File: config.mk
export PLATFORM = sky130hd
export DESIGN_NAME = branch_resolve_unit
export DESIGN_NICKNAME = d
export VERILOG_FILES = /design/src/rtl/branch_resolve_unit_pkg.sv /design/src/rtl/branch_resolve_unit_hazard_detect.sv /design/src/rtl/branch_resolve_unit.sv
export SDC_FILE = /design/constraint.sdc
export NUM_CORES = 1
export LEC_CHECK = 0
export ABC_AREA = 1
export CAP_MARGIN = 20
export CORE_AREA = 2 2 94 73
export DETAILED_ROUTE_END_ITERATION = 8
export DIE_AREA = 0 0 96 75
export GPL_TIMING_DRIVEN = 0
export MAX_ROUTING_LAYER = met4
export PLACE_DENSITY = 0.82
export SLEW_MARGIN = 20
export SYNTH_ARGS = -nofsm -noshare
export SYNTH_HDL_FRONTEND = slang
export SYNTH_SLANG_ARGS = --single-unit
File: constraint.sdc
create_clock -name clk -period 2.6 [get_ports clk]
set_input_delay 0.26 -clock clk [delete_from_list [all_inputs] [get_ports clk]]
set_output_delay 0.26 -clock clk [all_outputs]
set_load 0.01 [all_outputs]
File: src/rtl/branch_resolve_unit_pkg.sv
// Shared definitions for the ID-stage branch resolve unit: FSM encoding,
// datapath defaults and stall-counter width.
package branch_resolve_unit_pkg;

  localparam int unsigned DW_DEF = 32;
  localparam int unsigned RW_DEF = 5;
  localparam int unsigned CNT_W  = 2;

  typedef enum logic [1:0] {
    ST_IDLE    = 2'd0,
    ST_WAIT    = 2'd1,
    ST_RESOLVE = 2'd2
  } brs_state_e;

endpackage

File: src/rtl/branch_resolve_unit_hazard_detect.sv
// Combinational branch hazard depth (need) and MEM-stage ALU forwarding
// select for the two branch operands.
module branch_hazard_detect
  import branch_resolve_unit_pkg::*;
#(
  parameter int unsigned DW = DW_DEF,
  parameter int unsigned RW = RW_DEF
) (
  input  logic [RW-1:0]    id_rs,
  input  logic [RW-1:0]    id_rt,
  input  logic [DW-1:0]    id_rs_data,
  input  logic [DW-1:0]    id_rt_data,
  input  logic             ex_reg_write,
  input  logic             ex_mem_read,
  input  logic [RW-1:0]    ex_rd,
  input  logic             mem_reg_write,
  input  logic             mem_mem_read,
  input  logic [RW-1:0]    mem_rd,
  input  logic [DW-1:0]    mem_alu_result,
  output logic [CNT_W-1:0] need,
  output logic [DW-1:0]    fwd_a,
  output logic [DW-1:0]    fwd_b
);

  // Cycles a source must wait: EX load 2, EX ALU 1, MEM load 1; r0 never waits.
  function automatic logic [CNT_W-1:0] need_of(input logic [RW-1:0] r);
    need_of = '0;
    if (r != '0) begin
      if (ex_reg_write && (ex_rd == r))
        need_of = ex_mem_read ? CNT_W'(2) : CNT_W'(1);
      else if (mem_reg_write && mem_mem_read && (mem_rd == r))
        need_of = CNT_W'(1);
    end
  endfunction

  logic [CNT_W-1:0] need_rs;
  logic [CNT_W-1:0] need_rt;
  logic             fwd_rs;
  logic             fwd_rt;

  always_comb begin
    need_rs = need_of(id_rs);
    need_rt = need_of(id_rt);
    need    = (need_rs > need_rt) ? need_rs : need_rt;
    fwd_rs  = mem_reg_write && !mem_mem_read && (mem_rd == id_rs) && (id_rs != '0);
    fwd_rt  = mem_reg_write && !mem_mem_read && (mem_rd == id_rt) && (id_rt != '0);
    fwd_a   = fwd_rs ? mem_alu_result : id_rs_data;
    fwd_b   = fwd_rt ? mem_alu_result : id_rt_data;
  end

endmodule

File: src/rtl/branch_resolve_unit.sv
// ID-stage beq/bne interlock: stalls until operands are obtainable, feeds the
// equality comparator and issues the taken decision and IF flush.
module branch_resolve_unit
  import branch_resolve_unit_pkg::*;
#(
  parameter int unsigned DW = DW_DEF,
  parameter int unsigned RW = RW_DEF
) (
  input  logic          clk,
  input  logic          reset,
  input  logic          id_branch,
  input  logic          id_bne,
  input  logic [RW-1:0] id_rs,
  input  logic [RW-1:0] id_rt,
  input  logic [DW-1:0] id_rs_data,
  input  logic [DW-1:0] id_rt_data,
  input  logic          ex_reg_write,
  input  logic          ex_mem_read,
  input  logic [RW-1:0] ex_rd,
  input  logic          mem_reg_write,
  input  logic          mem_mem_read,
  input  logic [RW-1:0] mem_rd,
  input  logic [DW-1:0] mem_alu_result,
  output logic [DW-1:0] op_a,
  output logic [DW-1:0] op_b,
  input  logic          is_equal,
  output logic          stall,
  output logic          branch_taken,
  output logic          flush_if
);

  brs_state_e       state_q, state_d;
  logic [CNT_W-1:0] cnt_q, cnt_d;
  logic [CNT_W-1:0] need;
  logic [DW-1:0]    fwd_a;
  logic [DW-1:0]    fwd_b;
  logic             stall_c;
  logic             resolve;

  branch_hazard_detect #(
    .DW (DW),
    .RW (RW)
  ) u_hazard (
    .id_rs          (id_rs),
    .id_rt          (id_rt),
    .id_rs_data     (id_rs_data),
    .id_rt_data     (id_rt_data),
    .ex_reg_write   (ex_reg_write),
    .ex_mem_read    (ex_mem_read),
    .ex_rd          (ex_rd),
    .mem_reg_write  (mem_reg_write),
    .mem_mem_read   (mem_mem_read),
    .mem_rd         (mem_rd),
    .mem_alu_result (mem_alu_result),
    .need           (need),
    .fwd_a          (fwd_a),
    .fwd_b          (fwd_b)
  );

  always_comb begin
    state_d = state_q;
    cnt_d   = cnt_q;
    stall_c = 1'b0;
    resolve = 1'b0;
    case (state_q)
      ST_IDLE: begin
        if (id_branch) begin
          if (need == '0) begin
            resolve = 1'b1;
          end else begin
            stall_c = 1'b1;
            cnt_d   = need - CNT_W'(1);
            state_d = (need > CNT_W'(1)) ? ST_WAIT : ST_RESOLVE;
          end
        end
      end
      // Counter alone decides when WAIT ends; hazards are not re-checked here.
      ST_WAIT: begin
        if (!id_branch) begin
          state_d = ST_IDLE;
          cnt_d   = '0;
        end else begin
          stall_c = 1'b1;
          cnt_d   = (cnt_q != '0) ? cnt_q - CNT_W'(1) : '0;
          if (cnt_q <= CNT_W'(1)) state_d = ST_RESOLVE;
        end
      end
      ST_RESOLVE: begin
        resolve = id_branch;
        state_d = ST_IDLE;
      end
      default: begin
        state_d = ST_IDLE;
        cnt_d   = '0;
      end
    endcase
  end

  always_comb begin
    stall        = !reset && stall_c;
    branch_taken = !reset && resolve && (is_equal ^ id_bne);
    flush_if     = branch_taken;
    op_a         = reset ? '0 : fwd_a;
    op_b         = reset ? '0 : fwd_b;
  end

  always_ff @(posedge clk) begin
    if (reset) begin
      state_q <= ST_IDLE;
      cnt_q   <= '0;
    end else begin
      state_q <= state_d;
      cnt_q   <= cnt_d;
    end
  end

endmodule

**Yosys cells after proc, flatten, opt, wreduce, memory -nomap -nowiden**

Index checks and enable logic that the tools add are counted.

- Logic and storage cells: 70
- Bits in read-only memories: 0
- Bits in registers: 4
- Latch bits: 0
- Output and inout bits: 67
- RAM bits: 0
- Memories: 0

- Reduce and logical (&&, ||, !) cells: 22
- Equality and inequality tests: 9
- Div/mod/pow operators: 0
- $lt $le $gt $ge: 3
- Multiply operators: 0
- Mux-type cells: 30
- Add/sub/neg operators: 2
- Shifts and indexed selects: 0
- Bitwise logic cells: 2

Operators by type and width:

| kind | number |
|---|---|
| $mux W32 | 4 |
| $mux W2 | 15 |
| $eq A5 B5 Y1 | 4 |
| $logic_and A1 B1 Y1 | 13 |
| $reduce_bool A5 Y1 | 2 |
| $mux W1 | 7 |
| $pmux W2 S3 | 1 |
| $reduce_and A3 Y1 | 2 |
| $logic_not A2 Y1 | 2 |
| $ne A2 B2 Y1 const B | 2 |
| $pmux W1 S2 | 2 |
| $pmux W2 S2 | 1 |
| $sub A2 B1 Y2 const B | 2 |
| $ne A3 B3 Y1 const B | 1 |
| $eq A2 B1 Y1 const B | 1 |
| $eq A2 B2 Y1 const B | 1 |
| $gt A2 B1 Y1 const B | 1 |
| $gt A2 B2 Y1 | 1 |
| $le A2 B1 Y1 const B | 1 |
| $logic_not A1 Y1 | 2 |
| $reduce_bool A2 Y1 | 1 |
| $not A1 Y1 | 1 |
| $xor A1 B1 Y1 | 1 |

**Depth between registers and ports, before layout**

- Depth in word-level cells: 13
- Mapped depth: 21
- Mapped depth without buffers: 21

**Hierarchy**

Synthesis repeated with hierarchy kept, for this count alone.

- Cells, all modules: 518
- Area, all modules: 2361.0 sq um

Modules (own cells, without submodules):

| module | cells each | instances | area each (sq um) | seq. area each (sq um) |
|---|---|---|---|---|
| branch_hazard_detect | 333 | 1 | 1508.9 | 0.0 |
| branch_resolve_unit | 185 | 1 | 852.1 | 80.1 |

**Worst setup path before layout**

No wires, ideal clock.

- Path type: input-to-output
- Start point: in id_rt[0]
- End point: out flush_if
- Arrival time: 2.668 ns
- Path slack: -0.328 ns
- Cell stages on the path: 19
- Data required time: 2.340 ns
- Path buffers: 1
- Cells stage by stage: inv_1 nand2_1 nand2_1 nor2_1 nand3_1 nor2_1 nor2_1 nand2_1 inv_1 ha_1 nand2_1 o21a_1 inv_1 nand3_1 and2_1 ha_1 o21ai_0 a2111oi_0 buf_4

- Word-level cells in the longest chain between the ends: 13
- Elaborated cells between the ends (all ways): 16
- Those cells by class: order compare (1); eq/ne (2); mux (7); reduce/logical (6)

RTL lines:

| element | line | text |
|---|---|---|
| from (decl) | branch_resolve_unit.sv:14 | `input logic [RW-1:0] id_rt,` |
| $eq A5 B5 Y1 | branch_resolve_unit_hazard_detect.sv:31 | `else if (mem_reg_write && mem_mem_read && (mem_rd == r))` |
| $logic_and A1 B1 Y1 | branch_resolve_unit_hazard_detect.sv:31 |  |
| $mux W1 | branch_resolve_unit_hazard_detect.sv:31 |  |
| $mux W2 | branch_resolve_unit_hazard_detect.sv:29 | `if (ex_reg_write && (ex_rd == r))` |
| $mux W2 (*) | branch_resolve_unit_hazard_detect.sv:28 | `if (r != '0) begin` |
| $gt A2 B2 Y1 | branch_resolve_unit_hazard_detect.sv:44 | `need = (need_rs > need_rt) ? need_rs : need_rt;` |
| $mux W2 (*) | branch_resolve_unit_hazard_detect.sv:44 |  |
| $logic_not A2 Y1 (*) | branch_resolve_unit.sv:68 | `if (need == '0) begin` |
| $mux W1 (*) | branch_resolve_unit.sv:68 |  |
| $mux W1 (*) | branch_resolve_unit.sv:67 | `if (id_branch) begin` |
| $pmux W1 S2 (*) | branch_resolve_unit.sv:65 | `case (state_q)` |
| $logic_and A1 B1 Y1 (*) (2 in series) | branch_resolve_unit.sv:101 | `branch_taken = !reset && resolve && (is_equal ^ id_bne);` |
| to (decl) | branch_resolve_unit.sv:29 | `output logic flush_if` |

Mark *: on every way between the ends. The rest lies on a longest branch, timed or not.

**Worst setup path after layout**

- Start point: in ex_rd[2]
- End point: out stall

- Word-level cells in the longest chain between the ends: 11
- Elaborated cells between the ends (all ways): 15
- Those cells by class: order compare (1); eq/ne (2); mux (8); reduce/logical (4)

RTL lines:

| element | line | text |
|---|---|---|
| from (decl) | branch_resolve_unit.sv:19 | `input logic [RW-1:0] ex_rd,` |
| $eq A5 B5 Y1 | branch_resolve_unit_hazard_detect.sv:29 |  |
| $logic_and A1 B1 Y1 | branch_resolve_unit_hazard_detect.sv:29 |  |
| $mux W2 | branch_resolve_unit_hazard_detect.sv:29 |  |
| $mux W2 | branch_resolve_unit_hazard_detect.sv:28 |  |
| $gt A2 B2 Y1 | branch_resolve_unit_hazard_detect.sv:44 |  |
| $mux W2 (*) | branch_resolve_unit_hazard_detect.sv:44 |  |
| $logic_not A2 Y1 (*) | branch_resolve_unit.sv:68 |  |
| $mux W1 (*) | branch_resolve_unit.sv:68 |  |
| $mux W1 (*) | branch_resolve_unit.sv:67 |  |
| $pmux W1 S2 (*) | branch_resolve_unit.sv:65 |  |
| $logic_and A1 B1 Y1 (*) | branch_resolve_unit.sv:100 | `stall = !reset && stall_c;` |
| to (decl) | branch_resolve_unit.sv:27 | `output logic stall,` |

Marks and branches as above.

==> flow_summary.toml <==
[clock_tree]
ctsRootBufferMaster = "clkbuf_8"
clockBufferDepth = 2
postCtsHoldBufs = 0
clk_latency_ns = 0.22
cts_tree = "built"
cts_sinks = 4
path_clk_slew_ns = 0.03
cts_buffers = 3
htree_levels = 1

[die]
dieArea_um2 = 7200
die_w_um = 96
floorplan.initialDensity_pct = 29.5
core_um2 = 6220
io-pin-count = 192
rows = 25
chipHeight_um = 75

[place]
routabilityCongestion = 0.893
port_buffers = 190
post-dp-hpwl_mm = 7.44
pre_cts_slack_ns = -1.22

[synthesis]
async_reset_ff_share_pct = 0
ys_ff_latch = 4
synth_ff_type = "dfxtp_1"
synth-edff-count = 0
synth_cell_type_count = 30
synth_area_um2 = 1840
synth_cells = 378
synth_nets = 507
synth_seq_area_share_pct = 4.36
yosysWarnings = 0
avgSynthCellArea_um2 = 4.86

[cells_and_area]
syn_to_final_growth_pct = 145
nets = 743
drive_gt1_share_pct = 35.8
antenna_cells = 0

[timing]
relSlewSlack_pct = 56.2
min_period_over_period_pct = 111
slew_viol_final = 0
rsz0062_at_grt = "true"
setup_ws_ns = -0.287
holdWs_ns = 0.490
fmax_mhz = 346
hold_viol_final = 0
fin_worst_skew_ns = 0.000949
tightest_slew_ns = 0.657
setup_violations = 17
timing.final.crit_period_ns = 2.89

[pwr]
sw_frac_of_total_pct = 37.9
power_frac_seq_pct = 7.8
powerDensity_nw_per_um2 = 185
cellLeakagePower_nw = 2.08
combPwrFrac_pct = 75.9
p_int_uw = 518
ir_drop_uv = 177
power.switching_uw = 317
clockPowerShare_pct = 16.3

[drt]
first_pass_iters = 4
drc = 0
viasPerCell = 5.10
drt-initial-drc-count = 164
route.vias.total = 3536
antenna_left = 0
wirelength_mm = 11.4
wl_per_cell_um = 16.5

[setup_path]
critPathLaunch = "ex_rd[2]"
cp_max_fo = 3
r2r-start = "state_q[1]"
worstPathRequired_ns = 2.34
start_kind = "input pin"
arrival_ns = 2.63
end_kind = "output port"
critPathKind = "in -> out"

[grt]
antenna_found_initial = 0
grt_util_all_layers_pct = 25.9
grt_overflow = 0
grt_max_degree = 11
grt_pass1_vias = 3135
grt_pass1_wl_mm = 14.3

[run_status]
status = "finished with violations"
violations = "negative setup slack"

[min_path]
min_path_type = "reg -> reg"
worstHoldStart = "cnt_q[0]"

[job]
cap_viol_max_count = 0
==> layout by cell type (no fill, tap or decap), types with 2 or more instances in the layout <==
cell type and instances:
clkbuf_2 10, inv_2 15, buf_2 27, ha_4 3, buf_8 5, clkdlybuf4s15_1 2
nand3_4 3, clkbuf_16 2, buf_4 31, inv_1 14, nand2_2 26, xor2_1 2
dfxtp_1 4, clkbuf_1 7, buf_6 30, o22ai_1 2, or2_2 2, a21oi_1 51
nor2_2 10, nor2_4 8, clkbuf_8 6, nand3_1 2, inv_4 7, nand2_1 159
a21oi_2 16, nand4_1 3, nand2_4 3, dlygate4sd2_1 3, clkdlybuf4s50_1 131, nor2_1 10
nand3_2 3
==> metrics by stage <==
stage                     TNS [ns]  cell area, um^2  util, %  cells  power, mW
final                        -1.58             4500     72.3    693      0.834
after global routing         -3.75             4500     72.3    693      0.875
after CTS                   -0.646             4140     66.5    689      0.752
after detailed placement    -13.72             3840     61.8    649      0.595
after global placement      -12.49             3840     61.8    649      0.588
after floorplan                  0             1840        -    378      0.246
==> worst max-delay path, stage by stage <==
cell and delay, ns:
buf_6 0.09, inv_4 0.04, nand2_2 0.07, o21ai_2 0.08, nor2_4 0.13, nand3_4 0.11
nor2_4 0.15, nand2_4 0.08, ha_4 0.29, inv_2 0.04, nand2_2 0.05, o21a_1 0.18
nand3_2 0.12, and2_4 0.19, ha_4 0.16, buf_4 0.14, nor2_4 0.09, nor2_2 0.04
nor2_1 0.14, buf_2 0.17
==> registers in the layout (all words and copies together) (netlist names) <==
signal   flops
state_q      2
cnt_q        2
==> metal layers <==
layer | track usage (%) | vias up | part of all wire, %
li1 | - | 1665 | -
met1 | 28.7 | 1643 | 38
met2 | 47.4 | 177 | 51
met3 | 6.31 | 51 | 8.1
met4 | 5.40 | 0 | 3.3
met5 | - | - | 0
==> final timing paths <==
kind	slack (ns)	to	cells past startpoint
max	-0.29	stall	20
min	0.49	cnt_q[0]	2
max reg2reg	0.93	cnt_q[1]	6
min reg2reg	0.49	cnt_q[0]	2
==> power by group through the flow <==
stage	clock network (mW)	logic (mW)	registers (mW)
finish	0.136	0.633	0.0652
CTS	0.133	0.554	0.0649
global route	0.137	0.673	0.0654
floorplan	0	0.181	0.0651
global placement	0	0.523	0.0653
detailed placement	0	0.529	0.0654
==> cell usage after synthesis (4+ instances only) <==
| master | number | area [um^2] |
|---|---|---|
| nand3_1 | 7 | 35.0 |
| ha_1 | 4 | 50.1 |
| a21oi_1 | 62 | 310 |
| clkbuf_1 | 7 | 26.3 |
| buf_6 | 9 | 101 |
| a21oi_2 | 6 | 52.6 |
| dfxtp_1 | 4 | 80.1 |
| nor2_1 | 25 | 93.8 |
| inv_2 | 7 | 26.3 |
| nand2_1 | 187 | 702 |
| inv_1 | 30 | 113 |
==> logic make-up after synthesis <==
| logic type | count (synthesis) | synth area share (%) |
|---|---|---|
| adders and majority gates | 4 | 2.73 |
| buffers and inverters | 58 | 17.5 |
| DFF | 4 | 4.36 |
| AOI/OAI and AO/OA | 75 | 22.2 |
| xor gates and xnor gates | 4 | 1.91 |
| and+or+nand+nor | 233 | 51.4 |
==> final cells by class <==
| type | count | area (um^2) |
|---|---|---|
| fillers | 470 | 1730 |
| inverters | 37 | 161 |
| flip-flops and latches | 4 | 80.1 |
| well taps | 81 | 101 |
| plain buffers | 19 | 159 |
| repair buffers | 233 | 2170 |
| clock buffers | 3 | 41.3 |
| multi-input cells | 316 | 1790 |
==> what timing repair did <==
item / CTS / global route
endpoints found under the setup margin: 69 / 49
pin swaps: 37 / 61
buffers inserted: 37 / 8
cloned: 0 / 3
gates resized for setup: 245 / 126
No activity file was read; power rests on OpenSTA's default activity.
